## config.mk

```make
export PLATFORM = sky130hd
export DESIGN_NAME = operand_mux_pipe_flat
export DESIGN_NICKNAME = d
export VERILOG_FILES = /design/src/rtl/operand_mux_if.sv /design/src/rtl/operand_mux_pipe.sv /design/src/flat_wrapper.sv
export SDC_FILE = /design/constraint.sdc
export NUM_CORES = 1
export LEC_CHECK = 0
export BUFFER_PORTS_ARGS = -buffer_cell sky130_fd_sc_hd__buf_4
export CAP_MARGIN = 25
export CORE_MARGIN = 2
export CORE_UTILIZATION = 57
export CTS_BUF_LIST = sky130_fd_sc_hd__clkbuf_16
export DETAILED_ROUTE_END_ITERATION = 10
export PLACE_DENSITY = 0.9
export SLEW_MARGIN = 15
export SYNTH_ARGS = -nofsm -noshare
export SYNTH_HDL_FRONTEND = slang
export SYNTH_SLANG_ARGS = --single-unit
```

## constraint.sdc

```tcl
create_clock -name clk -period 2.5 [get_ports clk]
set_clock_uncertainty 0.15 [all_clocks]
set_input_delay 0.5 -clock clk [delete_from_list [all_inputs] [get_ports clk]]
set_output_delay 0.5 -clock clk [all_outputs]
set_load 0.03 [all_outputs]
```

## src/rtl/operand_mux_if.sv

```systemverilog
// Operand-select handshake bundle: the upstream src/select set plus the registered operand pair.
// The master drives sources, selects and downstream ready; the slave (the mux pipe) answers.
interface operand_mux_if #(
  parameter int WIDTH   = 32,
  parameter int NUM_SRC = 4,
  parameter int SEL_W   = $clog2(NUM_SRC)
);
  logic                     in_valid;
  logic                     in_ready;
  logic [NUM_SRC*WIDTH-1:0] src_data;
  logic [SEL_W-1:0]         opa_sel;
  logic [SEL_W-1:0]         opb_sel;
  logic                     out_valid;
  logic                     out_ready;
  logic [WIDTH-1:0]         operand_a;
  logic [WIDTH-1:0]         operand_b;
  logic                     sel_err;

  modport master (
    output in_valid, src_data, opa_sel, opb_sel, out_ready,
    input  in_ready, out_valid, operand_a, operand_b, sel_err
  );

  modport slave (
    input  in_valid, src_data, opa_sel, opb_sel, out_ready,
    output in_ready, out_valid, operand_a, operand_b, sel_err
  );
endinterface

```

## src/rtl/operand_mux_pipe.sv

```systemverilog
// Independent NUM_SRC:1 selection of operands A and B, registered in a one-stage
// valid/ready pipeline with a one-entry skid buffer so out_ready never reaches in_ready.
module operand_mux_pipe #(
  parameter int WIDTH   = 32,
  parameter int NUM_SRC = 4,
  parameter int SEL_W   = $clog2(NUM_SRC)
) (
  input  logic           clk,
  input  logic           rst,
  operand_mux_if.slave   bus
);

  // Handshake: a transfer happens on a rising edge where valid & ready are both 1.
  // A producer holds valid and its payload stable until that edge; ready may be
  // asserted without valid. in_ready is derived from registered state only.

  logic [WIDTH-1:0] main_a;
  logic [WIDTH-1:0] main_b;
  logic             main_valid;
  logic [WIDTH-1:0] skid_a;
  logic [WIDTH-1:0] skid_b;
  logic             skid_valid;
  logic             sel_err_q;

  logic [WIDTH-1:0] pick_a;
  logic [WIDTH-1:0] pick_b;
  logic             oor_a;
  logic             oor_b;
  logic             accept;
  logic             pop;
  logic             main_freed;

  // An out-of-range index yields all-zero rather than aliasing onto a real source.
  function automatic logic [WIDTH-1:0] pick_src(
    input logic [NUM_SRC*WIDTH-1:0] src,
    input logic [SEL_W-1:0]         sel
  );
    logic [WIDTH-1:0] val;
    val = '0;
    for (int k = 0; k < NUM_SRC; k++) begin
      if (sel == SEL_W'(k)) val = src[k*WIDTH +: WIDTH];
    end
    return val;
  endfunction

  always_comb begin
    pick_a = pick_src(bus.src_data, bus.opa_sel);
    pick_b = pick_src(bus.src_data, bus.opb_sel);
    oor_a  = (int'({1'b0, bus.opa_sel}) >= NUM_SRC);
    oor_b  = (int'({1'b0, bus.opb_sel}) >= NUM_SRC);
  end

  assign bus.in_ready  = ~skid_valid & ~rst;
  assign accept        = bus.in_valid & bus.in_ready;
  assign pop           = main_valid & bus.out_ready;
  assign main_freed    = ~main_valid | pop;

  assign bus.out_valid = main_valid;
  assign bus.operand_a = main_a;
  assign bus.operand_b = main_b;
  assign bus.sel_err   = sel_err_q;

  always_ff @(posedge clk) begin
    if (rst) begin
      main_a     <= '0;
      main_b     <= '0;
      main_valid <= 1'b0;
      skid_a     <= '0;
      skid_b     <= '0;
      skid_valid <= 1'b0;
      sel_err_q  <= 1'b0;
    end else begin
      if (accept && (oor_a || oor_b)) sel_err_q <= 1'b1;

      if (main_freed) begin
        if (skid_valid) begin
          // Older pair in the skid moves up first to keep FIFO order.
          main_a     <= skid_a;
          main_b     <= skid_b;
          main_valid <= 1'b1;
          if (accept) begin
            skid_a <= pick_a;
            skid_b <= pick_b;
          end else begin
            skid_valid <= 1'b0;
          end
        end else begin
          if (accept) begin
            main_a <= pick_a;
            main_b <= pick_b;
          end
          main_valid <= accept;
        end
      end else if (accept) begin
        skid_a     <= pick_a;
        skid_b     <= pick_b;
        skid_valid <= 1'b1;
      end
    end
  end

endmodule

```

## src/flat_wrapper.sv

```systemverilog
// flat-port wrapper written by rule: the top's interface ports become plain ports
module operand_mux_pipe_flat 
#(
  parameter int WIDTH   = 32,
  parameter int NUM_SRC = 4,
  parameter int SEL_W   = $clog2(NUM_SRC)
)
  (clk, rst, bus_in_valid, bus_src_data, bus_opa_sel, bus_opb_sel, bus_out_ready, bus_in_ready, bus_out_valid, bus_operand_a, bus_operand_b, bus_sel_err);
  operand_mux_if #(.WIDTH(WIDTH), .NUM_SRC(NUM_SRC), .SEL_W(SEL_W)) bus_i ();
  input  logic clk;
  input  logic rst;
  input wire logic [$bits(bus_i.in_valid)-1:0] bus_in_valid;
  input wire logic [$bits(bus_i.src_data)-1:0] bus_src_data;
  input wire logic [$bits(bus_i.opa_sel)-1:0] bus_opa_sel;
  input wire logic [$bits(bus_i.opb_sel)-1:0] bus_opb_sel;
  input wire logic [$bits(bus_i.out_ready)-1:0] bus_out_ready;
  output wire logic [$bits(bus_i.in_ready)-1:0] bus_in_ready;
  output wire logic [$bits(bus_i.out_valid)-1:0] bus_out_valid;
  output wire logic [$bits(bus_i.operand_a)-1:0] bus_operand_a;
  output wire logic [$bits(bus_i.operand_b)-1:0] bus_operand_b;
  output wire logic [$bits(bus_i.sel_err)-1:0] bus_sel_err;
  assign bus_i.in_valid = bus_in_valid;
  assign bus_i.src_data = bus_src_data;
  assign bus_i.opa_sel = bus_opa_sel;
  assign bus_i.opb_sel = bus_opb_sel;
  assign bus_i.out_ready = bus_out_ready;
  assign bus_in_ready = bus_i.in_ready;
  assign bus_out_valid = bus_i.out_valid;
  assign bus_operand_a = bus_i.operand_a;
  assign bus_operand_b = bus_i.operand_b;
  assign bus_sel_err = bus_i.sel_err;
  operand_mux_pipe #(.WIDTH(WIDTH), .NUM_SRC(NUM_SRC), .SEL_W(SEL_W)) u_core (.clk(clk), .rst(rst), .bus(bus_i));
endmodule
```

Yosys cells after proc, flatten, opt, wreduce, memory -nomap -nowiden

Index checks and enable logic that the tools add are counted.
W data, S select, Z words.

Eq/ne operators: 7
Multiplexer cells: 23
Bitwise operators: 7
Reductions and logical operators: 5

Operators with widths:

| kind                 | count |
|---|---|
| $mux W32             | 18 |
| $eq A2 B2 Y1 const B | 4 |
| $mux W1              | 5 |
| $eq A2 B1 Y1 const B | 2 |
| $logic_not A2 Y1     | 2 |
| $reduce_bool A2 Y1   | 2 |
| $and A1 B1 Y1        | 3 |
| $not A1 Y1           | 3 |
| $ne A2 B1 Y1 const B | 1 |
| $reduce_and A2 Y1    | 1 |
| $or A1 B1 Y1         | 1 |

Flip-flop bits (word level): 130
Input port bits: 136
Output and inout bits: 67
Logic and storage cells: 48

Depth between registers and ports, before layout

Gate-level depths: netlist of the first run.

Depth after elaboration: 8
Gate-level depth with buffers: 6

Worst setup path before layout of the first run

OpenSTA, ideal clock, no wires.

Path type: in2reg
From: input port rst
To: register u_core.skid_a[10]
Data arrival time: 1.742 ns
Path slack: 0.550 ns
Stages on the path: 6
Buffers on the path: 3
Path through: buf_6 nor2_1 and3_1 buf_2 buf_2 a22o_1

Cells in the longest elaborated chain, start to end: 6

RTL lines:

| item                 | RTL line               | text |
|---|---|---|
| start, declared      | flat_wrapper.sv:11     | `input logic rst;` |
| $not A1 Y1 (*)       | operand_mux_pipe.sv:53 | `assign bus.in_ready = ~skid_valid & ~rst;` |
| $and A1 B1 Y1 (*)    | operand_mux_pipe.sv:53 |  |
| via bus_in_ready     | flat_wrapper.sv:17     | `output wire logic [$bits(bus_i.in_ready)-1:0] bus_in_ready;` |
| $and A1 B1 Y1 (*)    | operand_mux_pipe.sv:54 | `assign accept = bus.in_valid & bus.in_ready;` |
| $mux W32 (*)         | --                     |  |
| $mux W32             | --                     |  |
| $mux W32 (*)         | --                     |  |
| end signal, assigned | operand_mux_pipe.sv:82 | `skid_a <= pick_a;` |
| end signal, assigned | operand_mux_pipe.sv:95 | `skid_a <= pick_a;` |
| end, declared        | operand_mux_pipe.sv:20 | `logic [WIDTH-1:0] skid_a;` |

Mark *: on every way through the listed nets, which the timed path passes. The rest lies on a longest branch. The select of a mux whose other input is x is not followed.
A chain may end at the register's enable or synchronous reset.

Worst setup path in the final report of the first run

From: input port rst
To: output port bus_in_ready

Cells in the longest elaborated chain, start to end: 2

RTL lines:

| item          | RTL line |
|---|---|
| $not A1 Y1    | operand_mux_pipe.sv:53 |
| $and A1 B1 Y1 | operand_mux_pipe.sv:53 |
| end, declared | flat_wrapper.sv:17 |

Every way passes these cells.

==> reports/results.ini, run 1 <==
[routing]
wl_mm=21.4
drt_pass1_iterations=5
wl_per_cell_um=21.3
drc_errors=0
ant_nets=0
drt_iter0_markers=688
routed_via_density=6.37
vias=6412

[worst_setup_path]
reg2reg_slack_ps=510
worstPathRequired_ps=1850
endpoint_kind=output pin
crit_arrival_ps=1360
reg2regPathDepth=5
reg2reg_from=u_core.skid_valid
crit_fanout=31
r2r-end=u_core.skid_a[18]
crit_type=input port to output pin
cp-start-kind=input port

[global_route]
grt_use_total=0.310
antenna_found_initial=0
grt_max_degree=108
grt_pass1_vias=6660
grt_overflow_total=0
grt_pass1_wl_mm=34.7

[yosys]
synth_cells=669
ys_ff_latch=130
synth-main-ff-cell=dfxtp_1
netlist_area_um2=7460
yosys-top-cells-area=dfxtp_1 (35%), mux4_2 (19%), a221oi_2 (12%), a22o_1 (7.5%), a211oi_1 (6.4%)
syn_nets=805
yosys_warnings=0
synth_area_leader_cell=dfxtp_1
ys_top_cells_by_count=dfxtp_1 (130), inv_1 (65)
yosysTopAreaCellShare=0.349
ys_async_sr_fraction=0
synth_seq_area_share=0.349
post-synth-top-count-cell=dfxtp_1
syn_area_per_cell_um2=11.1
ys_types=22
synth_edf_count=0

[placed_design]
place_hpwl_mm=14.0
io_buffers=201
gp_congestion=0.832

[sta]
tightest_slew_ps=752
rsz0062_at_grt=false
period_needed_ps=2010
finalHoldViolations=0
drv_slew=0
fmax_mhz=497
period_share=0.805
setup_violations=0
finalSetupTns_ps=0
max_slew_margin=0.499

[final_layout]
antenna_cells=0
multiInputGateArea_um2=4160
regArea_um2=2600
layout-drive-gt1-share=0.447
fillers=882
finalNetCount=959
areaGrowthSynthToFinish_pct=26.5

[flow_run]
drv_cap=0

[die]
start_util=0.586
die_width_um=118
core-area_um2=12700
rows=41
io_pins=203
die_h_um=118
die_area_um2=14000

[pwr]
p_total_uw=5820
power_density_nw_per_um2=617
p_leak_uw=0.00389
vdd_drop_max_mv=0.450

[clock_tree]
htree_levels=4
cts_tree=done
cts_hold_buf=0
clock-sinks=130
cts.clk_slew.worst_paths_ps=50
cts_resized=0
post_cts_buffers=0
numCtsBuffers=17
clk_latency_ps=420
clockBufferDepth=2
cts_root_buf=clkbuf_16

[worst_hold_path]
min_path_cells=3
min_to=u_core.bus.out_valid
hp-class=input port to register
min_from=bus_in_valid

[status]
status=completed

layout make-up:
class / count / area share
clock buffers: 17 / 0.0451
clock inverters: 14 / 0.0109
inverters: 65 / 0.0261
multi-input cells: 395 / 0.440
flip-flops and latches: 130 / 0.276
well taps: 172 / 0.0228
repair buffers: 214 / 0.179
cell usage in the layout, fill, tap and decap left out:
| master | netlist | routed |
|---|---|---|
| and3_2 | 0 | 1 |
| clkinv_2 | 0 | 6 |
| mux4_2 | 64 | 64 |
| bufinv_16 | 0 | 1 |
| dfxtp_1 | 130 | 129 |
| nor2b_4 | 0 | 1 |
| o21ai_0 | 1 | 1 |
| buf_12 | 0 | 5 |
| clkinvlp_4 | 0 | 3 |
| a221oi_2 | 60 | 60 |
| inv_4 | 0 | 1 |
| conb_1 | 1 | 1 |
| a21o_4 | 0 | 1 |
| buf_4 | 1 | 208 |
| nand2_1 | 64 | 64 |
| nand2b_4 | 1 | 1 |
| nor3_1 | 1 | 1 |
| a31oi_4 | 1 | 1 |
| inv_1 | 65 | 67 |
| buf_16 | 0 | 1 |
| nor2_1 | 3 | 3 |
| a22o_1 | 64 | 64 |
| a221oi_1 | 4 | 4 |
| dfxtp_2 | 0 | 1 |
| a211oi_1 | 64 | 64 |
| clkbuf_16 | 0 | 17 |
| clkinv_4 | 0 | 1 |
| and2_1 | 64 | 64 |
registers in the layout (all words and copies together), names as in the netlist:
register / flops
u_core.skid_valid: 1
u_core.bus.operand_b: 32
u_core.bus.out_valid: 1
u_core.skid_a: 32
u_core.bus.operand_a: 32
u_core.skid_b: 32
how the worst max path moves through the flow:
stage / depth (start not counted) / endpoint / from / slack (ps)
after floorplan: 6 / u_core.skid_a[10] / rst / 550
after global placement: 4 / u_core.bus.operand_a[29] / bus_out_ready / 330
after detailed placement: 4 / u_core.bus.operand_a[30] / bus_out_ready / 300
after CTS: 3 / u_core.bus.operand_a[29] / u_core.skid_valid / 480
after global routing: 5 / u_core.skid_a[18] / u_core.skid_valid / 410
final: 4 / bus_in_ready / rst / 490
metrics by stage:
step | utilization | instances | instance area [µm²] | hold WS [ps] | worst slack, ps
after floorplan | - | 669 | 7460 | 291 | 550
after global placement | 0.698 | 975 | 8880 | 303 | 329
after detailed placement | 0.698 | 975 | 8880 | 304 | 298
after CTS | 0.740 | 1006 | 9410 | 232 | 481
after global routing | 0.742 | 1007 | 9440 | 260 | 408
final | 0.742 | 1007 | 9440 | 237 | 487
per-layer routing:
layer  up-vias  part of all wire  global-route usage  wire length (µm)
li1       2842                 -                   -                 -
met1      3216              0.39               0.389              8380
met2       317              0.52               0.540             11200
met3        37             0.073              0.0671              1560
met4         0             0.014              0.0863               308
met5         -                 0                   0                 0
where the power goes:
group	switching [µW]	total [µW]	internal (µW)
clock network	901	2240	1330
registers	77.0	2270	2190
logic	710	1320	607
worst max-delay path, stage by stage:
cell and delay (ps):
buf_4 90, buf_4 440, nor2_1 130, buf_4 200
cell families (layout without fill, tap and decap cells):
logic type / after synthesis / in the layout / share of synthesized area
flops: 130 / 130 / 0.349
compound gates: 195 / 195 / 0.270
simple gates: 135 / 135 / 0.0916
mux: 64 / 64 / 0.193
buf+inv: 144 / 310 / 0.0961
other cells: 1 / 1 / 0.000503
Note: power is estimated with default switching activity, not from simulation.
==> run 2, diff against run 1 <==
--- a/config.mk
+++ b/config.mk
@@ -8,10 +8,10 @@
 export BUFFER_PORTS_ARGS = -buffer_cell sky130_fd_sc_hd__buf_4
 export CAP_MARGIN = 25
 export CORE_MARGIN = 2
-export CORE_UTILIZATION = 57
+export CORE_UTILIZATION = 48
 export CTS_BUF_LIST = sky130_fd_sc_hd__clkbuf_16
 export DETAILED_ROUTE_END_ITERATION = 10
-export PLACE_DENSITY = 0.9
+export PLACE_DENSITY = 0.81
 export SLEW_MARGIN = 15
 export SYNTH_ARGS = -nofsm -noshare
 export SYNTH_HDL_FRONTEND = slang
==> constraint.sdc (replaced) <==
create_clock -name clk -period 1.75 [get_ports clk]
set_clock_uncertainty 0.15 [all_clocks]
set_input_delay 0.35 -clock clk [delete_from_list [all_inputs] [get_ports clk]]
set_output_delay 0.35 -clock clk [all_outputs]
set_load 0.03 [all_outputs]
==> run 2 against run 1 <==
Worst hold slack got worse by 170 ps. Design area is 3.9% higher. Flip-flop and latch count unchanged. Register-to-register slack worse by 310 ps. Count of clock-buffer cells in the layout did not move. Via count grew 1.9%. Global-route usage down 4.0 points.
==> reports/results.ini, run 2 (synthesized netlist as in run 1, its figures left out) <==
[placed_design]
dpl_cell_area_um2=9210
placed_cells=1012
gp_congestion=0.856
place_hpwl_mm=14.9
dp_slack_ps=22.8
io_buffers=201

[sta]
layout_setup_ws_ps=152
finalHoldViolations=0
max_slew_margin=0.634
fmax_mhz=626
rsz0062_at_grt=false
drv_slew=0
setup_violations=0
tightest_slew_ps=549
period_share=0.913
finalSetupTns_ps=0
period_needed_ps=1600

[die]
die_area_um2=16600
rows=45
die_width_um=129
start_util=0.491
io_pins=203
core-area_um2=15200
die_h_um=129

[pwr]
pwr-share-comb=0.223
swShare=0.284
vdd_drop_max_mv=0.667
clockPowerShare=0.409
p_int_uw=6280
p_switching_uw=2490
p_leak_uw=0.00405
power_density_nw_per_um2=894
power_frac_seq=0.368

[worst_setup_path]
crit_path_top_delay_cell=dfxtp_2
crit_fanout=5
endpoint=bus_in_ready
reg2reg_from=u_core.bus.out_valid
crit_chain=nor2_2, buf_4
worstPathRequired_ps=1250
reg2reg_slack_ps=200
crit_start=u_core.skid_valid
crit_type=register to output pin
endpoint_kind=output pin
reg2regPathDepth=4
cp-start-kind=register
crit_arrival_ps=1100
critPathMaxStageDelay_ps=360
r2r-end=u_core.bus.operand_a[12]

[routing]
routed_via_density=6.26
drc_errors=0
wl_per_cell_um=21.1
ant_nets=0
vias=6533
wl_mm=22.1
drt_iter0_markers=512
drt_pass1_iterations=6

[clock_tree]
clock-sinks=130
cts_hold_buf=0
cts_root_buf=clkbuf_16
cts_resized=0
post_cts_buffers=0
clockBufferDepth=2
numCtsBuffers=17
cts_tree=done
clk_latency_ps=430
cts.clk_slew.worst_paths_ps=60
htree_levels=4

[global_route]
grt_max_degree=68
grt-busiest-layer=met2
use_met3=0.0682
met2_usage=0.457
grt_pass1_vias=6526
grt_overflow_total=0
grt_pass1_wl_mm=34.4
antenna_found_initial=0
grt_use_met1=0.327
grt_use_total=0.270

[final_layout]
areaGrowthSynthToFinish_pct=31.5
final_common_cell=buf_4
final_cell_mix=buf_4 (217), dfxtp_1 (129), inv_1 (65)
final_cell_area_um2=9810
antenna_cells=0
layout-drive-gt1-share=0.461
finalNetCount=979
stdcell_count=1044

[flow_run]
drv_cap=0

[status]
status=completed

[worst_hold_path]
min_from=bus_in_valid
hp-class=input port to register

run 2: changes by cell type in the layout (fill, tap and decap cells not counted), sizes merged:
cell	delta
buf	+20
clkinv	+1
bufinv	+2
inv	-2
run 2: power by group through the flow:
stage / logic [µW] / clock network [µW] / registers, µW
4_1_cts: 1950 / 3630 / 3220
3_5_place_dp: 1940 / 0 / 3290
5_1_grt: 2080 / 3740 / 3240
6_report: 1950 / 3590 / 3230
3_3_place_gp: 1910 / 0 / 3280
2_1_floorplan: 991 / 0 / 3500
run 2: worst min path at each step:
stage	end	slack (ps)	cells after the start
final	u_core.bus.out_valid	70	3
after global routing	u_core.bus.out_valid	80	3
after CTS	u_core.bus.out_valid	60	3
after detailed placement	u_core.bus.operand_a[18]	300	2
after global placement	u_core.bus.operand_b[21]	300	2
after floorplan	u_core.skid_a[10]	290	1
run 2: layout make-up:
class                   count  area (µm²)
clock buffers              17         425
clock inverters            15         169
fillers                  1175        5400
inverters                  65         246
multi-input cells         395        4160
flip-flops and latches    130        2600
well taps                 188         235
repair buffers            234        1970
run 2: metal layers:
metal	part of all wire	wire length, µm	vias up
met5	0	0	-
met4	0.024	540	0
met3	0.096	2120	44
met2	0.50	11100	370
met1	0.38	8340	3216
li1	-	-	2903
run 2: metrics by stage:
step	hold slack [ps]	util	total power, µW
global placement	300	0.606	5200
detailed placement	302	0.606	5230
CTS	60.6	0.645	8810
finish	71.0	0.645	8770
global route	84.5	0.645	9070
floorplan	291	-	4490
run 2: critical path, delay by kind of cell (launching register included):
kind / cells / cell delay [ps]
flops: 1 / 360
simple gates: 1 / 140
buf+inv: 1 / 180
==> run 3, diff against run 2 <==
--- a/config.mk
+++ b/config.mk
@@ -7,7 +7,6 @@
 export LEC_CHECK = 0
 export BUFFER_PORTS_ARGS = -buffer_cell sky130_fd_sc_hd__buf_4
 export CAP_MARGIN = 25
-export CORE_MARGIN = 2
 export CORE_UTILIZATION = 48
 export CTS_BUF_LIST = sky130_fd_sc_hd__clkbuf_16
 export DETAILED_ROUTE_END_ITERATION = 10
==> run 3 against run 2 <==
Combinational power barely moved. Final cell count is 0.29% higher. Maximum frequency down 1.3%. Highest routed layer unchanged.
==> reports/results.ini, run 3 (synthesized netlist as in run 1, its figures left out) <==
[worst_hold_path]
hp-class=input port to register

[sta]
fmax_mhz=618
setup_violations=0
layout_setup_ws_ps=131
finalHoldViolations=0
period_share=0.925
rsz0062_at_grt=false
finalSetupTns_ps=0
max_slew_margin=0.508
timing.hold.ws_ps=72.6
drv_slew=0
tightest_slew_ps=739
period_needed_ps=1620

[clock_tree]
clockBufferDepth=2
clk_latency_ps=420
clock-sinks=130
cts_root_buf=clkbuf_16
numCtsBuffers=17
post_cts_buffers=0
cts.clk_slew.worst_paths_ps=60
cts_tree=done
cts_hold_buf=0
cts_resized=0
htree_levels=4

[pwr]
power_frac_seq=0.379
p_leak_uw=0.00406
p_switching_uw=2400
clockPowerShare=0.392
power_density_nw_per_um2=868
pwr-share-comb=0.229
vdd_drop_max_mv=0.721
p_int_uw=6110
swShare=0.282

[worst_setup_path]
crit_arrival_ps=1730
crit_fanout=27
worstPathRequired_ps=1860
endpoint_kind=register
crit_type=register to register
cp-start-kind=register

[global_route]
grt_overflow_total=0
grt_use_total=0.266
grt_pass1_vias=6414
antenna_found_initial=0
grt_pass1_wl_mm=33.2
grt_max_degree=52

[final_layout]
layout-drive-gt1-share=0.461
final_common_cell=buf_4
areaGrowthSynthToFinish_pct=31.6
antenna_cells=0
final_cell_area_um2=9810
fillers=1176
finalNetCount=982
stdcell_count=1047
final_cell_mix=buf_4 (218), dfxtp_1 (129), inv_1 (66)

[placed_design]
gp_congestion=0.790
dp_slack_ps=10.2
place_hpwl_mm=14.1
dpl_cell_area_um2=9260
placed_cells=1015
io_buffers=201

[die]
die_area_um2=16000
die_width_um=127
io_pins=203
rows=45
start_util=0.491
die_h_um=127
core-area_um2=15200

[status]
status=completed

[routing]
wl_mm=20.5
vias=6358
drt_pass1_iterations=6
wl_per_cell_um=19.6
drc_errors=0
routed_via_density=6.07
ant_nets=0
drt_iter0_markers=492

[flow_run]
drv_cap=0

[run 3: worst paths after layout]
kind                                 start                        to  slack, ps  depth (start not counted)
setup / recovery      u_core.bus.out_valid  u_core.bus.operand_b[15]        130                          5
hold / removal                bus_in_valid      u_core.bus.out_valid         70                          3
hold reg to reg   u_core.bus.operand_b[14]  u_core.bus.operand_b[14]        310                          2
setup reg to reg      u_core.bus.out_valid  u_core.bus.operand_b[15]        130                          5
[run 3: cell type report]
class / count / area (µm²) / share of cell area
well taps: 188 / 235 / 0.0240
multi-input cells: 395 / 4160 / 0.424
repair buffers: 237 / 2020 / 0.206
clock inverters: 15 / 126 / 0.0129
inverters: 65 / 246 / 0.0251
clock buffers: 17 / 425 / 0.0434
flip-flops and latches: 130 / 2600 / 0.265
[run 3: per-layer routing]
| layer | share of wire | vias to the layer above | GRT usage |
|---|---|---|---|
| met5 | 0 | - | 0 |
| met4 | 0.023 | 0 | 0.104 |
| met3 | 0.072 | 45 | 0.0658 |
| met2 | 0.50 | 288 | 0.448 |
| met1 | 0.41 | 3128 | 0.328 |
| li1 | - | 2897 | - |
[run 3: worst max-delay path, stage by stage, from the launching register on]
cell and delay, ps:
dfxtp_1 330, nor2b_4 300, buf_12 170, a21o_4 130
buf_12 230, a221oi_2 110
[run 3: through the flow]
stage | util | total power, µW
floorplan | - | 4490
global placement | 0.609 | 5190
detailed placement | 0.609 | 5230
CTS | 0.645 | 8570
global route | 0.645 | 8830
finish | 0.645 | 8520
[run 3: power groups by stage]
| stage | Sequential, µW | Combinational, µW | Clock [µW] |
|---|---|---|---|
| final | 3230 | 1950 | 3340 |
| after global routing | 3240 | 2070 | 3520 |
| after CTS | 3230 | 1960 | 3390 |
| after detailed placement | 3290 | 1940 | 0 |
| after global placement | 3280 | 1910 | 0 |
| after floorplan | 3500 | 991 | 0 |
